**config.mk**
```make
export PLATFORM = sky130hd
export DESIGN_NAME = uart_rx
export DESIGN_NICKNAME = d
export VERILOG_FILES = /design/src/rtl/uart_pkg.sv /design/src/rtl/uart_sync.sv /design/src/rtl/uart_rx.sv
export SDC_FILE = /design/constraint.sdc
export NUM_CORES = 1
export LEC_CHECK = 0
export ABC_AREA = 1
export BUFFER_PORTS_ARGS = -buffer_cell sky130_fd_sc_hd__buf_4
export CELL_PAD_IN_SITES_DETAIL_PLACEMENT = 1
export CELL_PAD_IN_SITES_GLOBAL_PLACEMENT = 2
export CORE_MARGIN = 5
export CORE_UTILIZATION = 37
export CTS_BUF_LIST = sky130_fd_sc_hd__clkbuf_4 sky130_fd_sc_hd__clkbuf_8
export DETAILED_ROUTE_END_ITERATION = 10
export MAX_ROUTING_LAYER = met4
export PLACE_DENSITY = 0.83
export RECOVER_POWER = 50
export SLEW_MARGIN = 20
export SYNTH_ARGS = -nofsm -noshare
export SYNTH_HDL_FRONTEND = slang
export SYNTH_SLANG_ARGS = --single-unit
```
**constraint.sdc**
```tcl
create_clock -name clk -period 2.2 [get_ports clk]
set_input_delay 0.55 -clock clk [delete_from_list [all_inputs] [get_ports clk]]
set_output_delay 0.55 -clock clk [all_outputs]
set_load 0.005 [all_outputs]
```
**src/rtl/uart_pkg.sv**
```systemverilog
// Shared UART definitions: receiver state encoding, parity and stop-bit
// mode constants, and the expected-parity helper used by the receiver.
package uart_pkg;

    // One-hot receiver states, matching the transmitter FSM encoding style
    typedef enum logic [5:0] {
        LINE_WAIT = 6'b000001,
        IDLE      = 6'b000010,
        START     = 6'b000100,
        DATA      = 6'b001000,
        PARITY    = 6'b010000,
        STOP      = 6'b100000
    } rx_state_t;

    localparam logic [1:0] PAR_NONE = 2'b00;
    localparam logic [1:0] PAR_ODD  = 2'b01;
    localparam logic [1:0] PAR_EVEN = 2'b11;

    localparam logic STOP_1 = 1'b0;
    localparam logic STOP_2 = 1'b1;

    // Parity bit a correct transmitter sends: XOR of the data for even
    // parity, its complement for odd parity
    function automatic logic expectedParity(input logic [7:0] data, input logic [1:0] mode);
        return (^data) ^ ~mode[1];
    endfunction

endpackage

```
**src/rtl/uart_sync.sv**
```systemverilog
// Multi-flop synchroniser for an asynchronous, idle-high input.
// Flops reset to 1 so a serial line reads idle straight out of reset.
module uart_sync #(
    parameter int STAGES = 2
) (
    input  logic clk,
    input  logic rstn,
    input  logic i_async,
    output logic o_sync
);

    logic [STAGES-1:0] r_stages;

    // Shift the raw input through the flop chain
    always_ff @(posedge clk or negedge rstn) begin
        if (!rstn) begin
            r_stages <= '1;
        end else begin
            r_stages <= {r_stages[STAGES-2:0], i_async};
        end
    end

    assign o_sync = r_stages[STAGES-1];

endmodule

```
**src/rtl/uart_rx.sv**
```systemverilog
// UART receiver: oversampled start/data/parity/stop decoding with break
// detection and a valid-ready output register with overrun reporting.
// Build option: define UART_RX_MAJORITY_EN to decide each bit by a 2-of-3
// vote around the bit centre instead of a single centre sample.
module uart_rx
    import uart_pkg::*;
#(
    parameter int OS_RATE     = 16,
    parameter int SYNC_STAGES = 2
) (
    input  logic       clk,
    input  logic       rstn,
    input  logic       i_os_tick,
    input  logic [1:0] i_parity_mode,
    input  logic       i_frame_mode,
    input  logic       i_rx,
    output logic [7:0] o_data,
    output logic       o_data_valid,
    input  logic       i_ready,
    output logic       o_parity_err,
    output logic       o_frame_err,
    output logic       o_break,
    output logic       o_overrun,
    output logic       o_busy
);

    localparam int CW = $clog2(OS_RATE);

    // With voting the decision lands one tick after the centre; START is
    // shifted by one tick, so every later bit window shifts with it and the
    // same OS_RATE-1 decision point in DATA/PARITY/STOP stays centre+1.
`ifdef UART_RX_MAJORITY_EN
    localparam int START_LAST = OS_RATE / 2;
`else
    localparam int START_LAST = OS_RATE / 2 - 1;
`endif

    localparam logic [CW-1:0] START_LAST_C = CW'(START_LAST);
    localparam logic [CW-1:0] BIT_LAST_C   = CW'(OS_RATE - 1);

    logic            w_rxS;
    rx_state_t       r_state;
    rx_state_t       w_nextState;
    logic [CW-1:0]   r_osCnt;
    logic [CW-1:0]   w_last;
    logic [2:0]      r_bitCnt;
    logic            r_stopCnt;
    logic [7:0]      r_shift;
    logic            r_parErr;
    logic            r_parBitZero;
    logic            r_frameErr;
    logic            r_stop1Zero;
    logic            w_decide;
    logic            w_sample;
    logic            w_frameDone;
    logic            w_isBreak;
    logic            w_firstStopZero;
    logic            w_frameErrFinal;

    logic [7:0]      r_dataOut;
    logic            r_validOut;
    logic            r_parErrOut;
    logic            r_frameErrOut;
    logic            r_breakOut;
    logic            r_overrunOut;

    uart_sync #(
        .STAGES (SYNC_STAGES)
    ) u_sync (
        .clk     (clk),
        .rstn    (rstn),
        .i_async (i_rx),
        .o_sync  (w_rxS)
    );

`ifdef UART_RX_MAJORITY_EN
    logic [1:0] r_hist;

    // Keep the two previous tick samples for the 2-of-3 vote
    always_ff @(posedge clk or negedge rstn) begin
        if (!rstn) begin
            r_hist <= 2'b11;
        end else if (i_os_tick) begin
            r_hist <= {r_hist[0], w_rxS};
        end
    end

    assign w_sample = (r_hist[1] & r_hist[0]) | (r_hist[1] & w_rxS) | (r_hist[0] & w_rxS);
`else
    assign w_sample = w_rxS;
`endif

    // Bit decision point and frame-level flags derived from the current sample
    always_comb begin
        w_last          = (r_state == START) ? START_LAST_C : BIT_LAST_C;
        w_decide        = i_os_tick && (r_osCnt == w_last) &&
                          (r_state inside {START, DATA, PARITY, STOP});
        w_firstStopZero = (r_stopCnt == 1'b0) ? ~w_sample : r_stop1Zero;
        w_isBreak       = (r_shift == 8'h00) && (!i_parity_mode[0] || r_parBitZero) &&
                          w_firstStopZero;
        w_frameErrFinal = r_frameErr | ~w_sample;
    end

    // Next-state logic; a break frame parks in LINE_WAIT until the line idles
    always_comb begin
        w_nextState = r_state;
        w_frameDone = 1'b0;
        case (r_state)
            LINE_WAIT: if (i_os_tick && w_rxS) w_nextState = IDLE;
            IDLE:      if (i_os_tick && !w_rxS) w_nextState = START;
            START:     if (w_decide) w_nextState = w_sample ? IDLE : DATA;
            DATA: begin
                if (w_decide && r_bitCnt == 3'd7) begin
                    w_nextState = i_parity_mode[0] ? PARITY : STOP;
                end
            end
            PARITY:    if (w_decide) w_nextState = STOP;
            STOP: begin
                if (w_decide && r_stopCnt == i_frame_mode) begin
                    w_frameDone = 1'b1;
                    w_nextState = w_isBreak ? LINE_WAIT : IDLE;
                end
            end
            default:   w_nextState = LINE_WAIT;
        endcase
    end

    // State register; reset aborts any partial frame
    always_ff @(posedge clk or negedge rstn) begin
        if (!rstn) begin
            r_state <= LINE_WAIT;
        end else begin
            r_state <= w_nextState;
        end
    end

    // Oversample counter, shift register and per-frame error tracking
    always_ff @(posedge clk or negedge rstn) begin
        if (!rstn) begin
            r_osCnt      <= '0;
            r_bitCnt     <= 3'd0;
            r_stopCnt    <= 1'b0;
            r_shift      <= 8'h00;
            r_parErr     <= 1'b0;
            r_parBitZero <= 1'b0;
            r_frameErr   <= 1'b0;
            r_stop1Zero  <= 1'b0;
        end else if (i_os_tick) begin
            if (w_nextState != r_state || r_osCnt == BIT_LAST_C) begin
                r_osCnt <= '0;
            end else begin
                r_osCnt <= r_osCnt + 1'b1;
            end
            if (w_decide) begin
                case (r_state)
                    START: begin
                        r_bitCnt     <= 3'd0;
                        r_stopCnt    <= 1'b0;
                        r_parErr     <= 1'b0;
                        r_parBitZero <= 1'b0;
                        r_frameErr   <= 1'b0;
                        r_stop1Zero  <= 1'b0;
                    end
                    DATA: begin
                        r_shift  <= {w_sample, r_shift[7:1]};
                        r_bitCnt <= r_bitCnt + 3'd1;
                    end
                    PARITY: begin
                        r_parErr     <= (w_sample != expectedParity(r_shift, i_parity_mode));
                        r_parBitZero <= ~w_sample;
                    end
                    STOP: begin
                        if (!w_sample) r_frameErr <= 1'b1;
                        if (r_stopCnt == 1'b0) r_stop1Zero <= ~w_sample;
                        r_stopCnt <= r_stopCnt + 1'b1;
                    end
                    default: ;
                endcase
            end
        end
    end

    // Output register: load on completion if free or being drained, else drop and flag overrun
    always_ff @(posedge clk or negedge rstn) begin
        if (!rstn) begin
            r_dataOut     <= 8'h00;
            r_validOut    <= 1'b0;
            r_parErrOut   <= 1'b0;
            r_frameErrOut <= 1'b0;
            r_breakOut    <= 1'b0;
            r_overrunOut  <= 1'b0;
        end else begin
            r_overrunOut <= 1'b0;
            if (w_frameDone) begin
                if (!r_validOut || i_ready) begin
                    r_validOut    <= 1'b1;
                    r_dataOut     <= w_isBreak ? 8'h00 : r_shift;
                    r_breakOut    <= w_isBreak;
                    r_frameErrOut <= w_isBreak | w_frameErrFinal;
                    r_parErrOut   <= w_isBreak ? 1'b0 : r_parErr;
                end else begin
                    r_overrunOut <= 1'b1;
                end
            end else if (r_validOut && i_ready) begin
                r_validOut <= 1'b0;
            end
        end
    end

    assign o_data       = r_dataOut;
    assign o_data_valid = r_validOut;
    assign o_parity_err = r_parErrOut;
    assign o_frame_err  = r_frameErrOut;
    assign o_break      = r_breakOut;
    assign o_overrun    = r_overrunOut;
    assign o_busy       = !(r_state inside {IDLE, LINE_WAIT});

endmodule

```
; Word-level counts from Yosys, hierarchy flattened
; Cells that the tools add are included.
[classes]
add_sub_neg = 3
n_mul = 0
n_div = 0
magnitude_cmp = 0
eq_ne = 14
shift = 0
n_mux = 29
bitwise_logic = 5
reduce_logical = 31
[op_table]
columns = op, count
row1 = 2-to-1 mux 6 bit, 7
row2 = one-hot mux 6 bit (6 select lines), 1
row3 = 2-to-1 mux 4 bit, 3
row4 = AND reduction 3 bit, 4
row5 = 2-to-1 mux 1 bit, 10
row6 = one-hot mux 1 bit (2 select lines), 5
row7 = nonzero test 2 bit, 5
row8 = logical AND 1 bit, 9
row9 = logical NOT 8 bit, 1
row10 = 2-to-1 mux 8 bit, 1
row11 = XOR reduction 8 bit, 1
row12 = "equality test 6 x 1 -> 1 bit, second input constant", 1
row13 = "equality test 6 x 2 -> 1 bit, second input constant", 1
row14 = "equality test 6 x 3 -> 1 bit, second input constant", 1
row15 = "equality test 6 x 4 -> 1 bit, second input constant", 1
row16 = "equality test 6 x 5 -> 1 bit, second input constant", 1
row17 = "equality test 6 bit, second input constant", 1
row18 = inequality test 6 bit, 1
row19 = one-hot mux 3 bit (2 select lines), 1
row20 = "adder 4 x 1 -> 4 bit, second input constant", 1
row21 = equality test 4 bit, 1
row22 = "equality test 4 bit, second input constant", 1
row23 = logical NOT 1 bit, 4
row24 = AND reduction 2 bit, 2
row25 = other kinds (14), 18
[word_totals]
reg_bits = 41
latch_bits = 0
ramBits = 0
mem_bits_ro = 0
inputBits = 8
out_inout_bits = 14
word_cells = 98
n_memories = 0

; Depth between registers and ports, before layout
[logic_depth]
word_depth = 11
mapped_depth = 12
mapped_depth_nobuf = 12

; Cells and area by module
; A second synthesis with hierarchy kept.
[hier_totals]
hier_cells = 243
area_unflattened_um2 = 2105.8
[by_module_without_submodules]
columns = module, instances, cells_per_inst, area_per_inst_um2, seq_area_each_um2
row1 = uart_rx, 1, 241, 2053.2, 977.2
row2 = uart_sync, 1, 2, 52.6, 52.6

; Worst setup path after synthesis
; Ideal clock, no wire load.
[synth_path]
path_kind = input port to flip-flop
start = in i_os_tick
end = reg r_dataOut[0], in the netlist o_data[0]
arrival_ns = 1.673
required_time_ns = 2.084
setup_slack_ns = 0.411
cell_stages = 11
cell_sequence = buf_4 > inv_2 > nor2_1 > nand2_1 > nor2_4 > nand3_4 > nor2_4 > nand2_2 > buf_6 > nand2_1 > nand2_1
[synth_via]
elab_chain_len = 6
[synth_rtl]
columns = item, line_no
row1 = from (decl), uart_rx.sv:13  ; input logic i_os_tick,
row2 = logical AND 1 bit (2 in a row), uart_rx.sv:96  ; w_decide = i_os_tick && (r_osCnt == w_last) &&
row3 = logical AND 1 bit, uart_rx.sv:119  ; if (w_decide && r_stopCnt == i_frame_mode) begin
row4 = 2-to-1 mux 1 bit, uart_rx.sv:119
row5 = 2-to-1 mux 1 bit, uart_rx.sv:108  ; case (r_state)
row6 = AND reduction 2 bit (no source line), --
row7 = to (signal assigned), uart_rx.sv:197  ; r_dataOut <= w_isBreak ? 8'h00 : r_shift;
row8 = to (decl), uart_rx.sv:60  ; logic [7:0] r_dataOut;
; No other way between the ends.
; A chain may end at the register's enable or synchronous reset.

; Final worst setup path
[layout_path]
start = reg r_state[5]
end = out o_busy
[layout_via]
elab_chain_len = 3
[layout_rtl]
columns = item, line_no
row1 = from (decl), uart_rx.sv:42  ; rx_state_t r_state;
row2 = from (signal assigned), uart_rx.sv:133  ; r_state <= w_nextState;
row3 = equality test 6 x 2 -> 1 bit or equality test 6 x 1 -> 1 bit (tied branches), uart_rx.sv:216  ; assign o_busy = !(r_state inside {IDLE, LINE_WAIT});
row4 = nonzero test 2 bit *, uart_rx.sv:216
row5 = logical NOT 1 bit *, uart_rx.sv:216
row6 = to (decl), uart_rx.sv:24  ; output logic o_busy
; Every way passes the cells marked *; elsewhere a longest branch is shown, timed or not.

==> metrics.cfg <==
[floorplan]
die_h_um = 85.4
num_io_pins = 22
die-width_um = 85.4
core_area_sq_um = 5510
die_area_sq_um = 7300
rows = 27
initial_utilization = 0.382

[grt]
grt_max_degree = 42
grt_overflow = 0
antenna_found_initial = 0
grt_use_total = 0.154
grt_pass1_wl_um = 8560
grt_pass1_vias = 1768

[synthesis]
synth_edf_count = 0
synth.top_cell.area_share = 0.452
synthArstFlopShare = 1.00
yosysMostFrequentCell = nand2_1
synth-seq-cells = 41
synth_nets = 259
netlist_instances = 244
synthesis.area_sq_um = 2100
avgSynthCellArea_sq_um = 8.63
synth_common_cells = 74 x nand2_1, 38 x dfrtp_1, 30 x inv_1
synth_area_leaders = dfrtp_1 45%, nand2_1 13%, inv_1 5.4%, ha_1 4.2%, o21ai_0 4.0%
yosysTopAreaCell = dfrtp_1
synth_cell_types = 35
synth_warnings = 0
yosysSeqAreaShare = 0.489
synthFlopType = dfrtp_1

[detailed_routing]
drc = 0
dr.pass1.iters = 4
vias = 1632
wl_um = 4820
first_iter_violations = 69
via_per_inst = 4.73
ant_nets = 0
avgRoutedWirePerCell_um = 14.0

[timing]
finalCriticalPeriod_ns = 2.10
final-setup-viol-count = 0
slew_headroom = 0.334
finalCritPeriodShare = 0.953
rsz0062_at_grt = no
hold_viol = 0
worst_pin_slew_ns = 1.00
fmax_mhz = 477
skew_ns = 0.0102
setup_tns_ns = 0
slew_viol_final = 0

[clock_network]
htree_levels = 2
cts_buffers = 5
path_clk_slew_ns = 0.09
cts_tree = yes
cts_buffer_depth = 2
clock_latency_ns = 0.30
clkSinkCount = 41
cts_root_buf = clkbuf_8

[hold_path]
hold_class = flip-flop to flip-flop

[power_and_ir_drop]
p_seq_frac = 0.512
internal-power_mw = 1.14
ir_drop_mv = 0.321
pwr-share-clk = 0.302
finalPower_mw = 1.64
power.switching_mw = 0.491
pwr-share-comb = 0.186
swShare = 0.300
p_leak_nw = 1.22
pwr_density_cell_nw_per_um2 = 666

[place]
hpwl_um = 3640
port_buffers = 21
numPlacedInstances = 335
globalplace.congestion = 0.768
placed_area_sq_um = 2340

[worst_setup_path]
critPathLaunchType = flip-flop
worstPathArrival_ns = 1.55
path_max_fanout = 4
crit_type = flip-flop to output port
crit_required_ns = 1.65
crit_path_end_kind = output port

[final_layout]
fillers = 686
nNetsFinal = 287
diodes = 0
fin_cells = 345
final_area_sq_um = 2460
fin_util = 0.446
syn_to_final_growth_pct = 16.7
drive_above_1_share = 0.223

[status]
status = complete, no violations

[run]
cap_violations = 0

## critical path, stage by stage, from the launching register on
cell and delay, ns:
dfrtp_1 0.44, inv_1 0.12, nand2_1 0.10, nor4_4 0.24, inv_1 0.09, nand2_1 0.08, inv_1 0.05, buf_4 0.13
## routing by layer
metal,vias up,track usage,wire length (um)
li1,836,-,-
met1,764,0.201,2440
met2,23,0.232,2120
met3,9,0.0330,157
met4,0,0.0590,107
met5,-,-,0
## metrics by stage
stage | hold slack, ns | setup slack (ns)
2_1_floorplan | 0.254 | 0.411
3_3_place_gp | 0.346 | 0.238
3_5_place_dp | 0.347 | 0.164
4_1_cts | 0.237 | 0.0241
5_1_grt | 0.338 | 0.00140
6_report | 0.357 | 0.104
## layout make-up
class,instances,area (sq um),area share
flip-flops and latches,41,1030,0.419
clock buffers,5,68.8,0.0280
well taps,72,90.1,0.0367
inverters,32,120,0.0489
multi-input cells,167,945,0.385
repair buffers,25,185,0.0754
clock inverters,3,17.5,0.00713
## flip-flops by register name, indices dropped and copies added, names as in the netlist
name / flops
o_parity_err: 1
r_state: 6
r_osCnt: 4
r_bitCnt: 3
o_frame_err: 1
r_parErr: 1
r_stop1Zero: 1
r_stopCnt: 1
o_data_valid: 1
o_overrun: 1
o_break: 1
r_shift: 8
u_sync.r_stages: 2
r_frameErr: 1
r_parBitZero: 1
o_data: 8
## power groups by stage
stage               clock, mW  combinational [mW]  sequential (mW)
floorplan                   0               0.188            0.842
global placement            0               0.274            0.850
detailed placement          0               0.276            0.851
CTS                     0.518               0.284            0.837
global route            0.556               0.343            0.845
finish                  0.495               0.304            0.837
## logic make-up after synthesis
| kind of cell | share of synthesized area |
|---|---|
| compound gates | 0.0981 |
| xor+xnor | 0.0291 |
| fa+ha+maj | 0.0416 |
| buf+inv | 0.0702 |
| flops | 0.489 |
| simple gates | 0.272 |
## worst paths after layout
path	start	end	slack [ns]	cells after the start
worst max-delay path	r_state[5]	o_busy	0.10	7
worst min-delay path	u_sync.r_stages[0]	u_sync.r_stages[1]	0.36	0
worst max register to register	r_state[5]	o_frame_err	0.26	9
worst min register to register	u_sync.r_stages[0]	u_sync.r_stages[1]	0.36	0
max in group asynchronous	rstn	o_data[6]	1.18	1
min in group asynchronous	rstn	r_osCnt[0]	0.40	1
## cell usage in the layout (no fill, tap or decap), drive strengths merged, types with 5 or more instances in the layout
cell type	n
buf	19
ha	7
nor2	20
nand3	9
dfrtp	38
a21oi	5
clkbuf	11
o21ai	21
inv	32
nand2	79
## repair_timing
action                                  CTS  global route
resized for setup                         1             3
endpoints found under the hold margin     0             0
buffers inserted                          0             2
endpoints found under the setup margin    1             1
hold buffers                              0             0
pin swaps                                 0             1
(Power assumes the default switching activity.)
